==> config.mk <==
export PLATFORM = sky130hd
export DESIGN_NAME = pc_fetch
export DESIGN_NICKNAME = d
export VERILOG_FILES = /design/src/rtl/pc_fetch_pkg.sv /design/src/rtl/pc_next_sel.sv /design/src/rtl/pc_fetch.sv
export SDC_FILE = /design/constraint.sdc
export NUM_CORES = 1
export LEC_CHECK = 0
export BUFFER_PORTS_ARGS = -buffer_cell sky130_fd_sc_hd__buf_2
export CAP_MARGIN = 20
export CORE_MARGIN = 8
export CORE_UTILIZATION = 46
export CTS_CLUSTER_SIZE = 24
export DETAILED_ROUTE_END_ITERATION = 10
export PLACE_DENSITY = 0.87
export SETUP_SLACK_MARGIN = 0.4
export SYNTH_ARGS = -nofsm -noshare
export SYNTH_HDL_FRONTEND = slang
export SYNTH_HIERARCHICAL = 1
export SYNTH_SLANG_ARGS = --single-unit
export TNS_END_PERCENT = 1
==> constraint.sdc <==
create_clock -name clk -period 3.5 [get_ports clk]
set_input_delay 0.175 -clock clk [delete_from_list [all_inputs] [get_ports clk]]
set_output_delay 0.175 -clock clk [all_outputs]
set_load 0.005 [all_outputs]
==> src/rtl/pc_fetch_pkg.sv <==
// Shared types and constants for the PC / instruction-fetch sequencer.
package pc_fetch_pkg;

   localparam int unsigned PC_W = 32;
   localparam logic [PC_W-1:0] RESET_VECTOR_DEF = 32'h0000_0000;

   typedef enum logic [1:0] {
      IDLE = 2'd0,
      REQ  = 2'd1,
      EXEC = 2'd2,
      HALT = 2'd3
   } fetch_state_e;

endpackage

==> src/rtl/pc_next_sel.sv <==
// Next-PC priority mux (jump > branch > pc+4) with word-alignment check.
module pc_next_sel
   import pc_fetch_pkg::*;
(
   input  logic            jump_taken,
   input  logic [PC_W-1:0] jump_target,
   input  logic            branch_taken,
   input  logic [PC_W-1:0] branch_target,
   input  logic [PC_W-1:0] pc_plus4,
   output logic [PC_W-1:0] next_pc,
   output logic            misaligned
);

   // Select the successor PC and flag a target that is not word-aligned.
   always_comb begin
      next_pc = pc_plus4;
      if (jump_taken) begin
         next_pc = jump_target;
      end else if (branch_taken) begin
         next_pc = branch_target;
      end
      misaligned = |next_pc[1:0];
   end

endmodule

==> src/rtl/pc_fetch.sv <==
// Program-counter register and instruction-fetch sequencer.
// Optional feature: PC_FETCH_MISALIGN_TRAP_EN -- a misaligned next PC at
// commit halts the sequencer and sets the sticky misalign_err flag instead
// of being silently word-aligned.
module pc_fetch
   import pc_fetch_pkg::*;
#(
   parameter logic [31:0] RESET_VECTOR = RESET_VECTOR_DEF
)
(
   input  logic        clk,
   input  logic        reset,
   input  logic [31:0] pc_plus4,
   input  logic        branch_taken,
   input  logic [31:0] branch_target,
   input  logic        jump_taken,
   input  logic [31:0] jump_target,
   input  logic        stall,
   input  logic        imem_ack,
   input  logic [31:0] imem_rdata,
   output logic [31:0] pc_out,
   output logic        imem_req,
   output logic [31:0] imem_addr,
   output logic [31:0] instr_out,
   output logic        instr_valid,
   output logic        misalign_err
);

   fetch_state_e    state_q, state_d;
   logic [PC_W-1:0] pc_q, pc_d;
   logic [31:0]     instr_q, instr_d;
   logic            misalign_q, misalign_d;

   logic [PC_W-1:0] sel_pc;
   logic            sel_misaligned;

   pc_next_sel u_next_sel (
      .jump_taken    (jump_taken),
      .jump_target   (jump_target),
      .branch_taken  (branch_taken),
      .branch_target (branch_target),
      .pc_plus4      (pc_plus4),
      .next_pc       (sel_pc),
      .misaligned    (sel_misaligned)
   );

`ifndef PC_FETCH_MISALIGN_TRAP_EN
   // Low PC bits and the misalign indication are discarded when aligning.
   logic [2:0] unused_sel_bits;
   assign unused_sel_bits = {sel_misaligned, sel_pc[1:0]};
`endif

   // Next-state, PC commit and instruction capture.
   always_comb begin
      state_d    = state_q;
      pc_d       = pc_q;
      instr_d    = instr_q;
      misalign_d = misalign_q;
      case (state_q)
         IDLE: state_d = REQ;
         REQ: begin
            if (imem_ack) begin
               instr_d = imem_rdata;
               state_d = EXEC;
            end
         end
         EXEC: begin
            if (!stall) begin
`ifdef PC_FETCH_MISALIGN_TRAP_EN
               if (sel_misaligned) begin
                  misalign_d = 1'b1;
                  state_d    = HALT;
               end else begin
                  pc_d    = sel_pc;
                  state_d = REQ;
               end
`else
               pc_d    = {sel_pc[PC_W-1:2], 2'b00};
               state_d = REQ;
`endif
            end
         end
         HALT: state_d = HALT;
         default: state_d = IDLE;
      endcase
   end

   // State registers; reset clears everything immediately.
   always_ff @(posedge clk or posedge reset) begin
      if (reset) begin
         state_q    <= IDLE;
         pc_q       <= RESET_VECTOR;
         instr_q    <= '0;
         misalign_q <= 1'b0;
      end else begin
         state_q    <= state_d;
         pc_q       <= pc_d;
         instr_q    <= instr_d;
         misalign_q <= misalign_d;
      end
   end

   // Outputs decoded from the registered state, so reset drops imem_req at once.
   always_comb begin
      pc_out       = pc_q;
      imem_addr    = pc_q;
      imem_req     = (state_q == REQ);
      instr_valid  = (state_q == EXEC);
      instr_out    = instr_q;
      misalign_err = misalign_q;
   end

endmodule

==> results.yml, run 1 <==
final_layout:
  area_delta_synth_final_pct: 31.0
  design_area_sq_um: 4550
  nets: 599
  drive_gt1_frac: 0.589
sta:
  tightest_slew_ns: 0.913
  finalSetupViolations: 0
  fin_crit_sh: 0.480
  max_clock_freq_mhz: 595
  fin_skew_ns: 0.00878
  setup_tns_ns: 0
  setup_slack_ns: 1.82
  maxSlewViolCount: 0
  hold_viol_final: 0
  slew_headroom: 0.391
  min_period_ns: 1.68
  rsz0062_at_grt: "no"
global_routing:
  grt_first_pass_wirelength_mm: 14.7
  grt_max_degree: 61
  grt-ovfl-total: 0
  grt_pass1_vias: 3027
  grtUsageTotal: 0.179
  grt_antenna_before_repair: 1
yosys:
  avgSynthCellArea_sq_um: 12.5
  syn-cell-area_sq_um: 3470
  synthCells: 278
  synth-warning-count: 6
die:
  num_rows: 31
  pin_count: 233
  initial_utilization: 0.476
  die_h_um: 103
  core_area_sq_um: 7290
  die_x_um: 103
  die_area_sq_um: 10600
place:
  gp_congestion: 0.771
  dpl_cell_area_sq_um: 4320
  place_hpwl_mm: 7.87
  dp_slack_ns: 1.77
  place.port_buffers: 221
routing:
  route.detailed.drc: 0
  avgViaCountPerCell: 4.74
  drt_first_iter_violations: 41
  ant_nets: 0
  vias: 2704
  wl_per_cell_um: 17.0
  wl_mm: 9.70
  drtPass1Iterations: 4
clocking:
  cts_tree: "built"
  cts_buffer_depth: 2
  post_cts_resized: 0
  cts_made_buffers: 9
  postCtsSetupRepairBufs: 0
  h-tree-depth: 3
  cts_hold_buf: 1
  clock_latency_ns: 0.33
  cts.clk_slew.worst_paths_ns: 0.07
  cts.sinks: 64
  cts_root_buffer: "clkbuf_8"
critical_path:
  crit_slowest_cell: "buf_4"
  cp.arrival_ns: 1.89
  end_kind: "flip-flop"
  critPathMaxStageDelay_ns: 0.49
  cp.required_ns: 3.71
  crit_family: "buffers and inverters"
  crit_type: "flip-flop to flip-flop"
  critPathMaxFanout: 30
  path_buf_inv: 1
  path_cells: "nor3b_4 -> buf_4 -> mux2_4"
  start_kind: "flip-flop"
power:
  power.leakage_nw: 2.53
  power_density_nw_per_um2: 708
  vdd_drop_max_v: 0.000348
job:
  drv_cap: 0
min_path:
  min_path_type: "primary input to flip-flop"
outcome:
  outcome: "finished, final reports clean"
-- where the power goes --
part,total [mW],leakage (nW),switching [mW],internal [mW]
Sequential,1.33,0.791,0.234,1.10
Clock,0.689,0.110,0.287,0.402
Combinational,1.20,1.63,0.466,0.732
Total,3.22,2.53,0.987,2.23
-- routing by layer --
| layer | part of all wire | up-vias | wire, um | global-route usage |
|---|---|---|---|---|
| met2 | 0.51 | 145 | 4930 | 0.324 |
| li1 | - | 1291 | - | - |
| met5 | 0 | - | 0 | 0 |
| met1 | 0.37 | 1260 | 3630 | 0.186 |
| met3 | 0.11 | 8 | 1050 | 0.0736 |
| met4 | 0.010 | 0 | 98 | 0.0445 |
-- metrics by stage --
stage | hold WS, ns | power, mW | utilization | cells
2_1_floorplan | 0.303 | 2.07 | - | 282
3_3_place_gp | 0.277 | 2.51 | 0.592 | 552
3_5_place_dp | 0.290 | 2.57 | 0.592 | 552
4_1_cts | 0.0358 | 3.28 | 0.624 | 569
5_1_grt | 0.0313 | 3.44 | 0.624 | 570
6_report | 0.0501 | 3.22 | 0.624 | 570
-- final cells by class --
cell class,instances,area (sq um)
sequential,64,1600
fill,598,2740
clock buffer,9,124
antenna,1,2.50
timing repair buffer,224,1130
clock inverter,7,95.1
multi-input combinational,165,1470
inverter,1,3.75
tap,99,124
-- worst paths after layout --
check / to / slack [ns] / cells past startpoint / start
setup reg to reg: imem_addr[5] / 1.82 / 3 / state_q[0]
hold / removal: instr_out[3] / 0.05 / 2 / imem_rdata[3]
min in group asynchronous: instr_out[14] / 0.48 / 3 / reset
hold reg to reg: instr_out[3] / 0.49 / 1 / instr_out[3]
setup / recovery: imem_addr[5] / 1.82 / 3 / state_q[0]
max in group asynchronous: instr_out[25] / 2.15 / 4 / reset
-- state kept, by name (all words and copies together) (netlist names) --
register   flops
instr_out     32
imem_addr     30
state_q        2
-- cells in the final DEF (no fill, tap or decap), drive strengths merged, types with 2 or more instances in the layout --
master,count
buf,223
dfrtp,64
mux2,62
nand2,32
o21ai,31
mux2i,30
clkbuf,9
conb,5
clkinv,3
and2b,2
bufinv,2
inv,2
Power figures use the tool's default switching activity.
==> run 2: changes to the inputs <==
- CORE_UTILIZATION: 46 -> 42
- PLACE_DENSITY: 0.87 -> 0.8
- clock period: 3.5 -> 1.75 ns (I/O delays scaled with it)
==> results.yml, run 2 (synthesized netlist as in run 1, its figures left out) <==
sta:
  finalSetupViolations: 0
  rsz0062_at_grt: "yes"
  min_period_ns: 1.41
  setup_tns_ns: 0
  max_clock_freq_mhz: 711
  fin_crit_sh: 0.804
  hold_viol_final: 0
  fin_skew_ns: 0.00526
  maxSlewViolCount: 0
clocking:
  clock_latency_ns: 0.33
  cts_tree: "built"
  cts_buffer_depth: 2
  cts_made_buffers: 9
  cts.sinks: 64
  h-tree-depth: 3
  cts_root_buffer: "clkbuf_8"
  cts.clk_slew.worst_paths_ns: 0.07
routing:
  ant_nets: 0
  drtPass1Iterations: 4
  wl_mm: 10.6
  drt_first_iter_violations: 68
  route.detailed.drc: 0
  wl_per_cell_um: 17.1
  vias: 2940
  avgViaCountPerCell: 4.75
power:
  seqPwrFrac: 0.398
  comb_power_share: 0.367
  power_switching_mw: 2.02
  finalPower_mw: 6.73
  vdd_drop_max_v: 0.000546
  p_clk_frac: 0.235
  power.leakage_nw: 2.76
  sw_frac_of_total: 0.300
  power_density_nw_per_um2: 1330
  p_int_mw: 4.71
critical_path:
  crit_slowest_cell: "dfrtp_1"
  critPathMaxStageDelay_ns: 0.41
  crit_type: "flip-flop to flip-flop"
  start_kind: "flip-flop"
  cp.required_ns: 1.96
  critPathMaxFanout: 16
  end_kind: "flip-flop"
  cp.arrival_ns: 1.62
  path_buf_inv: 1
  path_cells: "buf_4 -> nand3b_4 -> mux2_1"
  crit_family: "flip-flops"
place:
  place_hpwl_mm: 7.39
  place.port_buffers: 221
  gp_congestion: 0.778
global_routing:
  grt_pass1_vias: 3310
  grtUsageTotal: 0.184
  grt-ovfl-total: 0
  grt_max_degree: 40
  grt_first_pass_wirelength_mm: 16.8
  grt_antenna_before_repair: 0
die:
  die_x_um: 107
  die_area_sq_um: 11400
  core_area_sq_um: 8130
  pin_count: 233
  initial_utilization: 0.427
  num_rows: 33
  die_h_um: 107
min_path:
  min_path_type: "primary input to flip-flop"
final_layout:
  drive_gt1_frac: 0.564
  n_antenna_cell: 0
  largest_reg_flops: 32
  final_cell_mix: "221 x buf_2, 63 x dfrtp_1, 33 x dlygate4sd3_1, 32 x nand2_1, 31 x o21ai_0"
  final_common_cell: "buf_2"
  area_delta_synth_final_pct: 46.1
  nets: 643
outcome:
  outcome: "finished, final reports clean"
job:
  drv_cap: 0
-- run 2: changes by cell type in the layout (fill, tap and decap cells not counted), moves of 2 or more --
cell	delta
dlygate4sd3_1	+32
buf_4	+7
buf_12	+3
clkinv_2	-2
-- run 2: tightest hold or removal path: stages --
cell	delay, ns
buf_2	0.11
nand2_1	0.08
nand2_1	0.07
-- run 2: layer usage --
| metal | global-route usage | vias up | share of wire |
|---|---|---|---|
| met5 | 0 | - | 0 |
| met2 | 0.321 | 154 | 0.50 |
| li1 | - | 1380 | - |
| met1 | 0.206 | 1394 | 0.41 |
| met4 | 0.0543 | 0 | 0.013 |
| met3 | 0.0636 | 12 | 0.077 |
-- run 2: worst paths after layout --
| check | startpoint | to | slack (ns) | depth (start not counted) |
|---|---|---|---|---|
| worst min register to register | instr_out[9] | instr_out[9] | 0.49 | 1 |
| worst max register to register | state_q[1] | instr_out[7] | 0.34 | 3 |
| min in group asynchronous | reset | imem_addr[6] | 0.39 | 4 |
| worst min-delay path | stall | state_q[1] | 0.06 | 3 |
| max in group asynchronous | reset | state_q[0] | 0.95 | 4 |
| worst max-delay path | state_q[1] | instr_out[7] | 0.34 | 3 |
-- run 2: layout make-up --
type,count,area (sq um)
Clock inverter,6,115
Timing Repair Buffer,267,1590
Inverter,1,7.51
Sequential cell,64,1600
Multi-Input combinational cell,166,1490
Tap cell,105,131
Clock buffer,10,138
Fill cell,612,3060
-- run 2: what timing repair did --
| action | 4_1_cts | 5_1_grt |
|---|---|---|
| endpoints found under the hold margin | 96 | 0 |
| endpoints found under the setup margin | 62 | 64 |
| cloned | 2 | 0 |
| hold buffers | 33 | 0 |
| resized for setup | 3 | 0 |
| pin swaps | 2 | 0 |
| buffers inserted | 6 | 0 |
-- run 2: power groups by stage --
stage / logic [mW] / registers, mW / clock network (mW)
finish: 2.47 / 2.68 / 1.58
detailed placement: 2.44 / 2.68 / 0
global placement: 2.40 / 2.64 / 0
CTS: 2.50 / 2.67 / 1.62
global route: 2.70 / 2.78 / 1.69
floorplan: 1.42 / 2.71 / 0
-- run 2: per-stage QoR --
stage	instances	hold slack [ns]	area [sq um]	utilization	setup WS (ns)
final	619	0.0576	5070	0.624	0.343
after global routing	619	0.0401	5070	0.624	0.288
after CTS	619	0.0177	5070	0.624	0.363
after detailed placement	562	0.202	4400	0.541	0.230
after global placement	562	0.198	4400	0.541	0.260
after floorplan	282	0.216	3490	-	0.377
